$ cat config.mk
export PLATFORM = sky130hd
export DESIGN_NAME = genie_conv_rev
export DESIGN_NICKNAME = d
export VERILOG_FILES = /design/src/rtl/genie_conv_pkg.sv /design/src/rtl/genie_skid_buf.sv /design/src/rtl/genie_conv_rev.sv
export SDC_FILE = /design/constraint.sdc
export NUM_CORES = 1
export LEC_CHECK = 0
export CAP_MARGIN = 20
export CORE_MARGIN = 2
export CORE_UTILIZATION = 39
export CTS_CLUSTER_SIZE = 25
export DETAILED_ROUTE_END_ITERATION = 8
export PLACE_DENSITY = 0.69
export SYNTH_ARGS = -nofsm -noshare
export SYNTH_HDL_FRONTEND = slang
export SYNTH_SLANG_ARGS = --single-unit
export TNS_END_PERCENT = 50
$ cat constraint.sdc
create_clock -name clk -period 1.3 [get_ports clk]
set_input_delay 0.195 -clock clk [delete_from_list [all_inputs] [get_ports clk]]
set_output_delay 0.195 -clock clk [all_outputs]
set_load 0.01 [all_outputs]
$ cat src/rtl/genie_conv_pkg.sv
// Shared helpers for the genie_conv forward and reverse field converters.
// conv_lookup() searches a packed key table for a value and returns the
// paired entry from a second packed table; the lowest matching index wins.
// Tables and values are zero-extended into fixed maximum-width containers, so
// callers must keep N_ENTRIES <= ConvMaxEntries and field widths <= ConvMaxW.
package genie_conv_pkg;

  localparam int unsigned ConvMaxEntries = 32;
  localparam int unsigned ConvMaxW       = 16;

  typedef logic [ConvMaxEntries*ConvMaxW-1:0] conv_table_t;
  typedef logic [ConvMaxW-1:0]                conv_val_t;

  typedef struct packed {
    logic      match;
    conv_val_t value;
  } conv_result_t;

  function automatic conv_val_t conv_mask(input int unsigned w);
    conv_val_t m;
    m = '0;
    for (int unsigned b = 0; b < ConvMaxW; b++) begin
      if (b < w) m[b] = 1'b1;
    end
    return m;
  endfunction

  // table_out holds the keys searched, table_in holds the values returned.
  function automatic conv_result_t conv_lookup(input conv_table_t table_in,
                                               input conv_table_t table_out,
                                               input conv_val_t   key,
                                               input int unsigned n_entries,
                                               input int unsigned w_in,
                                               input int unsigned w_out);
    conv_result_t res;
    conv_table_t  sh_in;
    conv_table_t  sh_out;
    conv_val_t    m_in;
    conv_val_t    m_out;
    res.match = 1'b0;
    res.value = '0;
    m_in      = conv_mask(w_in);
    m_out     = conv_mask(w_out);
    // Walk downward so the lowest matching index is written last and wins.
    for (int i = int'(ConvMaxEntries) - 1; i >= 0; i--) begin
      if (i < int'(n_entries)) begin
        sh_out = table_out >> (w_out * i);
        if ((sh_out[ConvMaxW-1:0] & m_out) == (key & m_out)) begin
          sh_in     = table_in >> (w_in * i);
          res.match = 1'b1;
          res.value = sh_in[ConvMaxW-1:0] & m_in;
        end
      end
    end
    return res;
  endfunction

endpackage

$ cat src/rtl/genie_skid_buf.sv
// Two-entry valid/ready register slice with a registered ready.
//   clk, reset : clock, synchronous active-high reset
//   i_data/i_valid/o_ready : upstream beat, accepted on i_valid && o_ready
//   o_data/o_valid/i_ready : downstream beat, consumed on o_valid && i_ready
// State is {skid_valid, main_valid}; o_ready is simply !skid_valid, which
// lets it come straight from a flop while still sustaining one beat/cycle.
module genie_skid_buf #(
  parameter int unsigned W = 1
) (
  input  logic         clk,
  input  logic         reset,
  input  logic [W-1:0] i_data,
  input  logic         i_valid,
  output logic         o_ready,
  output logic [W-1:0] o_data,
  output logic         o_valid,
  input  logic         i_ready
);

  localparam logic [1:0] StEmpty = 2'b00;
  localparam logic [1:0] StOne   = 2'b01;
  localparam logic [1:0] StFull  = 2'b11;

  logic [1:0]   st_q, st_d;
  logic [W-1:0] main_q, main_d;
  logic [W-1:0] skid_q, skid_d;
  logic         ready_q;
  logic         take;
  logic         pop;

  // Gated by reset so no upstream handshake completes while resetting.
  assign o_ready = ready_q && !reset;
  assign o_valid = st_q[0];
  assign o_data  = main_q;

  assign take = i_valid && o_ready;
  assign pop  = st_q[0] && i_ready;

  always_comb begin
    st_d   = st_q;
    main_d = main_q;
    skid_d = skid_q;
    case (st_q)
      StEmpty: begin
        if (take) begin
          main_d = i_data;
          st_d   = StOne;
        end
      end
      StOne: begin
        if (take && pop) begin
          main_d = i_data;
        end else if (take) begin
          skid_d = i_data;
          st_d   = StFull;
        end else if (pop) begin
          st_d = StEmpty;
        end
      end
      StFull: begin
        if (pop) begin
          main_d = skid_q;
          st_d   = StOne;
        end
      end
      default: st_d = StEmpty;
    endcase
  end

  always_ff @(posedge clk) begin
    if (reset) begin
      st_q    <= StEmpty;
      ready_q <= 1'b1;
    end else begin
      st_q    <= st_d;
      ready_q <= !st_d[1];
    end
  end

  // Payload needs no reset: it is only observed while its valid bit is set.
  always_ff @(posedge clk) begin
    main_q <= main_d;
    skid_q <= skid_d;
  end

endmodule

$ cat src/rtl/genie_conv_rev.sv
// Reverse field converter: maps a converted field (WOF bits) back to the
// original field (WIF bits) through the IF/OF table pair, then registers the
// beat in a two-entry skid buffer.
//   clk, reset                 : clock, synchronous active-high reset
//   i_data/i_field/i_valid     : input beat, accepted on i_valid && o_ready
//   o_data/o_field/o_valid     : registered output beat, consumed on i_ready
//   o_err/o_err_count          : sticky unmatched flag, saturating count
//   i_err_clear                : clears both error outputs (wins over a hit)
// Unmatched beats carry DEFAULT_IF, or are consumed and discarded when
// DROP_UNMATCHED is set.
module genie_conv_rev
  import genie_conv_pkg::*;
#(
  parameter int unsigned                WD             = 1,
  parameter int unsigned                WIF            = 1,
  parameter int unsigned                WOF            = 1,
  parameter int unsigned                N_ENTRIES      = 1,
  parameter logic [N_ENTRIES*WIF-1:0]   IF             = '0,
  parameter logic [N_ENTRIES*WOF-1:0]   OF             = '0,
  parameter logic [WIF-1:0]             DEFAULT_IF     = '0,
  parameter bit                         DROP_UNMATCHED = 1'b0,
  parameter int unsigned                WCNT           = 8
) (
  input  logic            clk,
  input  logic            reset,
  input  logic [WD-1:0]   i_data,
  input  logic [WOF-1:0]  i_field,
  input  logic            i_valid,
  output logic            o_ready,
  output logic [WD-1:0]   o_data,
  output logic [WIF-1:0]  o_field,
  output logic            o_valid,
  input  logic            i_ready,
  output logic            o_err,
  output logic [WCNT-1:0] o_err_count,
  input  logic            i_err_clear
);

  conv_result_t    lut;
  logic [WIF-1:0]  field_rec;
  logic            accept;
  logic            unmatched_acc;
  logic            buf_valid;
  logic            err_q, err_d;
  logic [WCNT-1:0] cnt_q, cnt_d;
  logic            unused_lut;

  always_comb begin
    lut = conv_lookup(conv_table_t'(IF), conv_table_t'(OF), conv_val_t'(i_field),
                      N_ENTRIES, WIF, WOF);
  end

  assign field_rec     = lut.match ? lut.value[WIF-1:0] : DEFAULT_IF;
  assign accept        = i_valid && o_ready;
  assign unmatched_acc = accept && !lut.match;
  // A dropped beat still handshakes upstream but never reaches the buffer.
  assign buf_valid     = i_valid && (lut.match || !DROP_UNMATCHED);
  assign unused_lut    = ^lut.value;

  genie_skid_buf #(
    .W (WD + WIF)
  ) u_skid (
    .clk     (clk),
    .reset   (reset),
    .i_data  ({i_data, field_rec}),
    .i_valid (buf_valid),
    .o_ready (o_ready),
    .o_data  ({o_data, o_field}),
    .o_valid (o_valid),
    .i_ready (i_ready)
  );

  always_comb begin
    err_d = err_q;
    cnt_d = cnt_q;
    if (i_err_clear) begin
      err_d = 1'b0;
      cnt_d = '0;
    end else if (unmatched_acc) begin
      err_d = 1'b1;
      if (cnt_q != {WCNT{1'b1}}) cnt_d = cnt_q + 1'b1;
    end
  end

  always_ff @(posedge clk) begin
    if (reset) begin
      err_q <= 1'b0;
      cnt_q <= '0;
    end else begin
      err_q <= err_d;
      cnt_q <= cnt_d;
    end
  end

  assign o_err       = err_q;
  assign o_err_count = cnt_q;

endmodule

Yosys cells after proc, flatten, opt, wreduce, memory -nomap -nowiden
Cells that the tools add are included.

operators by class
  bitwise operators = 1
  equal/unequal tests = 8
  reduce and logical (&&, ||, !) cells = 16
  add/sub/neg operators = 1
  mux-type cells = 12

operator list
  operator                                                               count
  17-bit two-way mux                                                     1
  16-bit zero test                                                       1
  2-bit two-way mux                                                      8
  2-bit case mux with 3 select lines                                     2
  8-bit by 1-bit adder with 8-bit output, second input constant          1
  8-bit != test, second input constant                                   1
  4-bit AND reduction                                                    2
  1-bit logical AND                                                      5
  2-bit by 1-bit != test with 1-bit output, second input constant        2
  2-bit != test, second input constant                                   2
  1-bit zero test                                                        3
  3-bit by 2-bit != test with 1-bit output, second input constant        1
  3-bit AND reduction                                                    1
  3-bit nonzero test                                                     1
  2-bit by 1-bit equality test with 1-bit output, second input constant  1
  2-bit equality test, second input constant                             1
  2-bit zero test                                                        1
  2-bit AND reduction                                                    1
  2-bit OR reduction                                                     1
  1-bit two-way mux                                                      1
  1-bit inverter                                                         1

word-level totals
  bits in registers = 16
  output and inout bits = 13

Depth between registers and ports, before layout
  depth after elaboration = 7
  mapped depth = 5
  gate-level depth less buffers = 5

By module
Synthesis repeated with hierarchy kept, for this count alone.

second synthesis, totals
  cells, all modules = 93
  area, all modules = 889.6 µm²

by module, submodules not included
  module          times used  sequential area each (µm²)  cells an instance  area an instance (µm²)
  genie_conv_rev  1           180.2                       52                 459.2
  genie_skid_buf  1           180.2                       41                 430.4

Least setup slack after synthesis
Ideal clock, no wire load.

  path kind = flip-flop to flip-flop
  from = register cnt_q[0] (netlist: o_err_count[0])
  to = register cnt_q[5] (netlist: o_err_count[5])
  library setup time = 0.126 ns
  arrival = 1.203 ns
  buffers on the path = 0
  stages on the path, launching flop included = 6
  required time = 1.174 ns
  setup slack = -0.029 ns
  path through = dfxtp_1 -> ha_1 -> nand3_1 -> o2111ai_1 -> xor2_1 -> nor2_1

between the ends
  cells in the longest elaborated chain, start to end = 2
  elaborated cells on any way between the ends = 3
  classes of those cells = add/sub: 1; eq/ne: 1; reduce/logical: 1

ends and longest elaborated chain
  element                                                                                         line                  RTL
  from (decl)                                                                                     genie_conv_rev.sv:45  logic [WCNT-1:0] cnt_q, cnt_d;
  from (signal assigned)                                                                          genie_conv_rev.sv:91  cnt_q <= cnt_d;
  parallel branches: the longest is 2 deep, another holds 8-bit by 1-bit adder with 8-bit output  n/a

Parallel ways; which one is timed is not known.
A chain may end at the register's enable or synchronous reset.

Worst setup path after layout
  from = register cnt_q[0] (netlist: o_err_count[0])
  to = output port o_err_count[0]

RTL lines
  element    line                  RTL
  to (decl)  genie_conv_rev.sv:35  output logic [WCNT-1:0] o_err_count,

No word-level cell between the ends.

==> impl_summary.txt <==
----------------------------------------------------
[Worst setup path]
  Critical path cell sequence ... buf_4 -> dlygate4sd2_1
  Endpoint of the lowest-slack register-to-register path ... o_err_count[2]
  Crit path required time ... 1110 ps
  Critical path peak fanout ... 3
  Depth of the most critical reg-to-reg path ... 5
  Setup crit end kind ... output pin
  Critical path endpoint ... o_err_count[0]
  Path type of the worst setup path ... flop to output pin
  Origin of the critical flop-to-flop path ... o_err_count[0]
  Crit path buffers/inverters ... 2
  Crit path largest cell delay ... 370 ps
  Kind of launch point of the worst setup path ... flop
  Data arrival time of the critical path ... 1050 ps
  Crit path max-delay cell type ... sky130_fd_sc_hd__dfxtp_1
  Cell family contributing the most delay on the critical path ... buffers and inverters
  Critical path depth ... 2
  Register-to-Register Setup Slack ... 90 ps
  Worst Setup SP ... o_err_count[0]

[Global routing]
  Vias in the first global route ... 495
  Final global-route overflow total ... 0
  Tot GR Track Use ... 15.4%
  Number of antenna violations at the first check in global routing ... 0
  Largest net degree at the start of global routing ... 10
  Wire length of the first global-routing pass ... 2090 µm

[Timing]
  Smallest setup slack after layout ... 58.5 ps
  Period utilisation layout ... 95.5%
  Unrepaired setup endpoints after global routing ... true
  Highest clock frequency the design can meet ... 806 MHz
  Number of failing setup endpoints in the final timing report ... 0
  Setup_tns ... 0 ps
  Worst clock skew ... 4.45 ps
  Final hold viol count ... 0
  Final min period ... 1240 ps
  Slew Limit Fails ... 0

[Yosys]
  Share of the synthesized area in the top cell type ... 37.5%
  Sequential area share after synthesis ... 46.9%
  Top post-synthesis cells by area ... sky130_fd_sc_hd__dfxtp_1 (38%), sky130_fd_sc_hd__edfxtp_1 (9.4%), sky130_fd_sc_hd__xor2_1 (8.2%)
  Most frequently used flop master after synthesis ... sky130_fd_sc_hd__dfxtp_1
  Post-Synthesis Mean Instance Area ... 9.56 µm²
  Largest area contributor in the synthesized netlist ... sky130_fd_sc_hd__dfxtp_1
  Number of enable-type register cells in the synthesized netlist ... 2
  Number of warnings printed during yosys synthesis ... 0
  Syn Nets ... 75
  Cell with the most instances after synthesis ... sky130_fd_sc_hd__dfxtp_1
  Cell area after synthesis ... 641 µm²
  Unique masters post-synth ... 30
  Post-synthesis instance total ... 67
  Fraction of synthesis flops using an asynchronous set or reset pin ... 0%
  Post-synthesis sequential element count ... 14
  Most frequent cells after synthesis ... sky130_fd_sc_hd__dfxtp_1 (12), sky130_fd_sc_hd__nor2_1 (9), sky130_fd_sc_hd__xor2_1 (6)

[Route]
  Via Count ... 546
  Antenna-violating nets left ... 0
  Iteration-0 DRC Markers ... 12
  Number of vias per cell ... 5.01
  Routed wirelength normalized by instance count ... 11.2 µm
  Number of remaining DRC errors ... 0
  First drt pass iteration count ... 4
  Routed Wire Length ... 1220 µm

[Die]
  Count of pins on the block boundary ... 20
  Die extent in x ... 44.5 µm
  Core footprint ... 0.00152 mm²
  Floorplan row count ... 14
  Initial core utilization ... 42.0%
  Die area ... 0.00198 mm²
  Vertical extent of the die ... 44.5 µm

[Layout]
  Nets ... 102
  Final cell count without fillers ... 109
  Number of filler instances in the final layout ... 138
  Fraction of final layout cells sized beyond drive strength 1 ... 26.9%
  Area Growth Syn to Fin ... 45.9%
  Antenna diodes ... 0

[Clock network]
  Max Root-Sink Buffers ... 2
  Number of buffers inserted for hold repair after clock tree synthesis ... 0
  Deepest level of the CTS H-tree ... 1
  TritonCTS clock tree ... built
  Total clock buffers created by CTS ... 3
  Post-CTS setup repair buffer count ... 0
  Library cell used as clock root buffer ... sky130_fd_sc_hd__clkbuf_4
  Number of clock sinks seen by CTS ... 14
  Clock network latency to the later pin of the worst-skew pair ... 280 ps
  Clk slew on worst S/H paths ... 80 ps

[Placement]
  Number of placed cells counting well taps ... 105
  Buffers on Ports ... 18
  Pre-CTS worst setup slack ... -261 ps
  HPWL reported at the end of detailed placement ... 931 µm
  Final Wtd Congestion ... 0.769

[Power]
  Peak ir drop on the vdd network ... 0.554 mV
  Leakage power figure ... 0.398 nW
  Power Density ... 842 mW/mm²

[Run status]
  Result of the run ... completed

[Flow run]
  Max-cap violations ... 0

[Worst hold path]
  Hold Path Class ... primary input to flop

----------------------------------------------------
==> cell families after synthesis <==
logic type               after synthesis  synth area share, %
buffers and inverters                  6                 5.27
XOR/XNOR                               6                 8.20
AO/OA/AOI/OAI                         10                 10.7
flip-flops                            14                 46.9
multiplexers                           2                 3.32
adder cells (fa/ha/maj)                1                 1.95
AND/OR/NAND/NOR                       27                 23.0
other                                  1                0.585
==> timing repair <==
action / 4_1_cts / 5_1_grt
resized for setup: 17 / 7
setup endpoints to repair: 12 / 9
pin swaps: 0 / 3
==> sequential cells by signal (all words and copies together) (netlist names) <==
name and count:
o_err 1, o_err_count 8, u_skid.o_data 1, u_skid.ready_q 1, u_skid.skid_q 1, u_skid.st_q 2
==> power by group <==
part / internal, mW / leakage (nW) / switching (mW)
clock network: 0.119 / 0.0150 / 0.142
logic: 0.0427 / 0.266 / 0.0328
registers: 0.446 / 0.117 / 0.00478
==> per-stage QoR <==
stage | cell area [µm²] | total power, mW | util [%] | hold WS (ps)
2_1_floorplan | 658 | 0.496 | - | 264
3_3_place_gp | 888 | 0.537 | 58.3 | 457
3_5_place_dp | 888 | 0.538 | 58.3 | 495
4_1_cts | 906 | 0.790 | 59.4 | 491
5_1_grt | 935 | 0.830 | 61.3 | 493
6_report | 935 | 0.787 | 61.3 | 488
==> area by class of cell <==
type	count	area [µm²]	area share, %
Multi-Input combinational cell	47	347	37.1
Sequential cell	14	307	32.8
Timing Repair Buffer	25	224	24.0
Clock buffer	4	26.3	2.81
Tap cell	16	20.0	2.14
Inverter	3	11.3	1.20
==> worst register-to-register path: cells and delay by family (launching register included) <==
family,cells,cell delay (ps)
adders and majority gates,1,170
xor gates and xnor gates,1,170
DFF,1,370
and+or+nand+nor,2,160
AOI/OAI and AO/OA,1,230
==> per-layer routing <==
metal,GRT usage (%),routed length [µm]
met1,17.3,573
met2,23.5,545
met3,4.90,60
met4,12.7,42
met5,0,0
==> worst min path at each step <==
stage,from,to,slack (ps),cells after the start
6_report,i_data,u_skid.skid_q[1],490,1
5_1_grt,i_data,u_skid.skid_q[1],490,1
4_1_cts,i_data,u_skid.skid_q[1],490,1
3_5_place_dp,o_err,o_err,490,2
3_3_place_gp,o_err,o_err,460,2
2_1_floorplan,reset,u_skid.st_q[0],260,1
==> cells in the final DEF (no fill, tap or decap) <==
cell / synthesis / final
sky130_fd_sc_hd__a211oi_1: 1 / 1
sky130_fd_sc_hd__mux2_2: 1 / 1
sky130_fd_sc_hd__conb_1: 1 / 1
sky130_fd_sc_hd__inv_1: 3 / 3
sky130_fd_sc_hd__buf_6: 1 / 1
sky130_fd_sc_hd__dlygate4sd2_1: 0 / 11
sky130_fd_sc_hd__mux2i_1: 1 / 1
sky130_fd_sc_hd__o211ai_1: 2 / 2
sky130_fd_sc_hd__clkdlybuf4s50_1: 0 / 6
sky130_fd_sc_hd__or2_2: 1 / 1
sky130_fd_sc_hd__nand2_1: 3 / 3
sky130_fd_sc_hd__xor2_1: 6 / 6
sky130_fd_sc_hd__dfxtp_1: 12 / 7
sky130_fd_sc_hd__clkdlybuf4s15_2: 0 / 1
sky130_fd_sc_hd__o21ai_2: 1 / 1
sky130_fd_sc_hd__and4b_1: 1 / 1
sky130_fd_sc_hd__nor2b_2: 0 / 1
sky130_fd_sc_hd__nand4b_1: 1 / 1
sky130_fd_sc_hd__o2111ai_2: 0 / 2
sky130_fd_sc_hd__o21ai_0: 2 / 2
sky130_fd_sc_hd__clkbuf_1: 1 / 1
sky130_fd_sc_hd__nand4_1: 1 / 1
sky130_fd_sc_hd__dfxtp_2: 0 / 5
sky130_fd_sc_hd__and3_1: 1 / 1
sky130_fd_sc_hd__a21oi_1: 2 / 2
sky130_fd_sc_hd__clkbuf_4: 0 / 3
sky130_fd_sc_hd__nor3_1: 3 / 3
sky130_fd_sc_hd__ha_4: 0 / 1
sky130_fd_sc_hd__edfxtp_1: 2 / 2
sky130_fd_sc_hd__nor2_1: 9 / 9
sky130_fd_sc_hd__nand3b_1: 1 / 1
sky130_fd_sc_hd__buf_4: 1 / 6
sky130_fd_sc_hd__nand4_2: 1 / 1
sky130_fd_sc_hd__and2_1: 3 / 3
sky130_fd_sc_hd__nand3_4: 0 / 1
No activity file was read; power rests on OpenSTA's default activity.
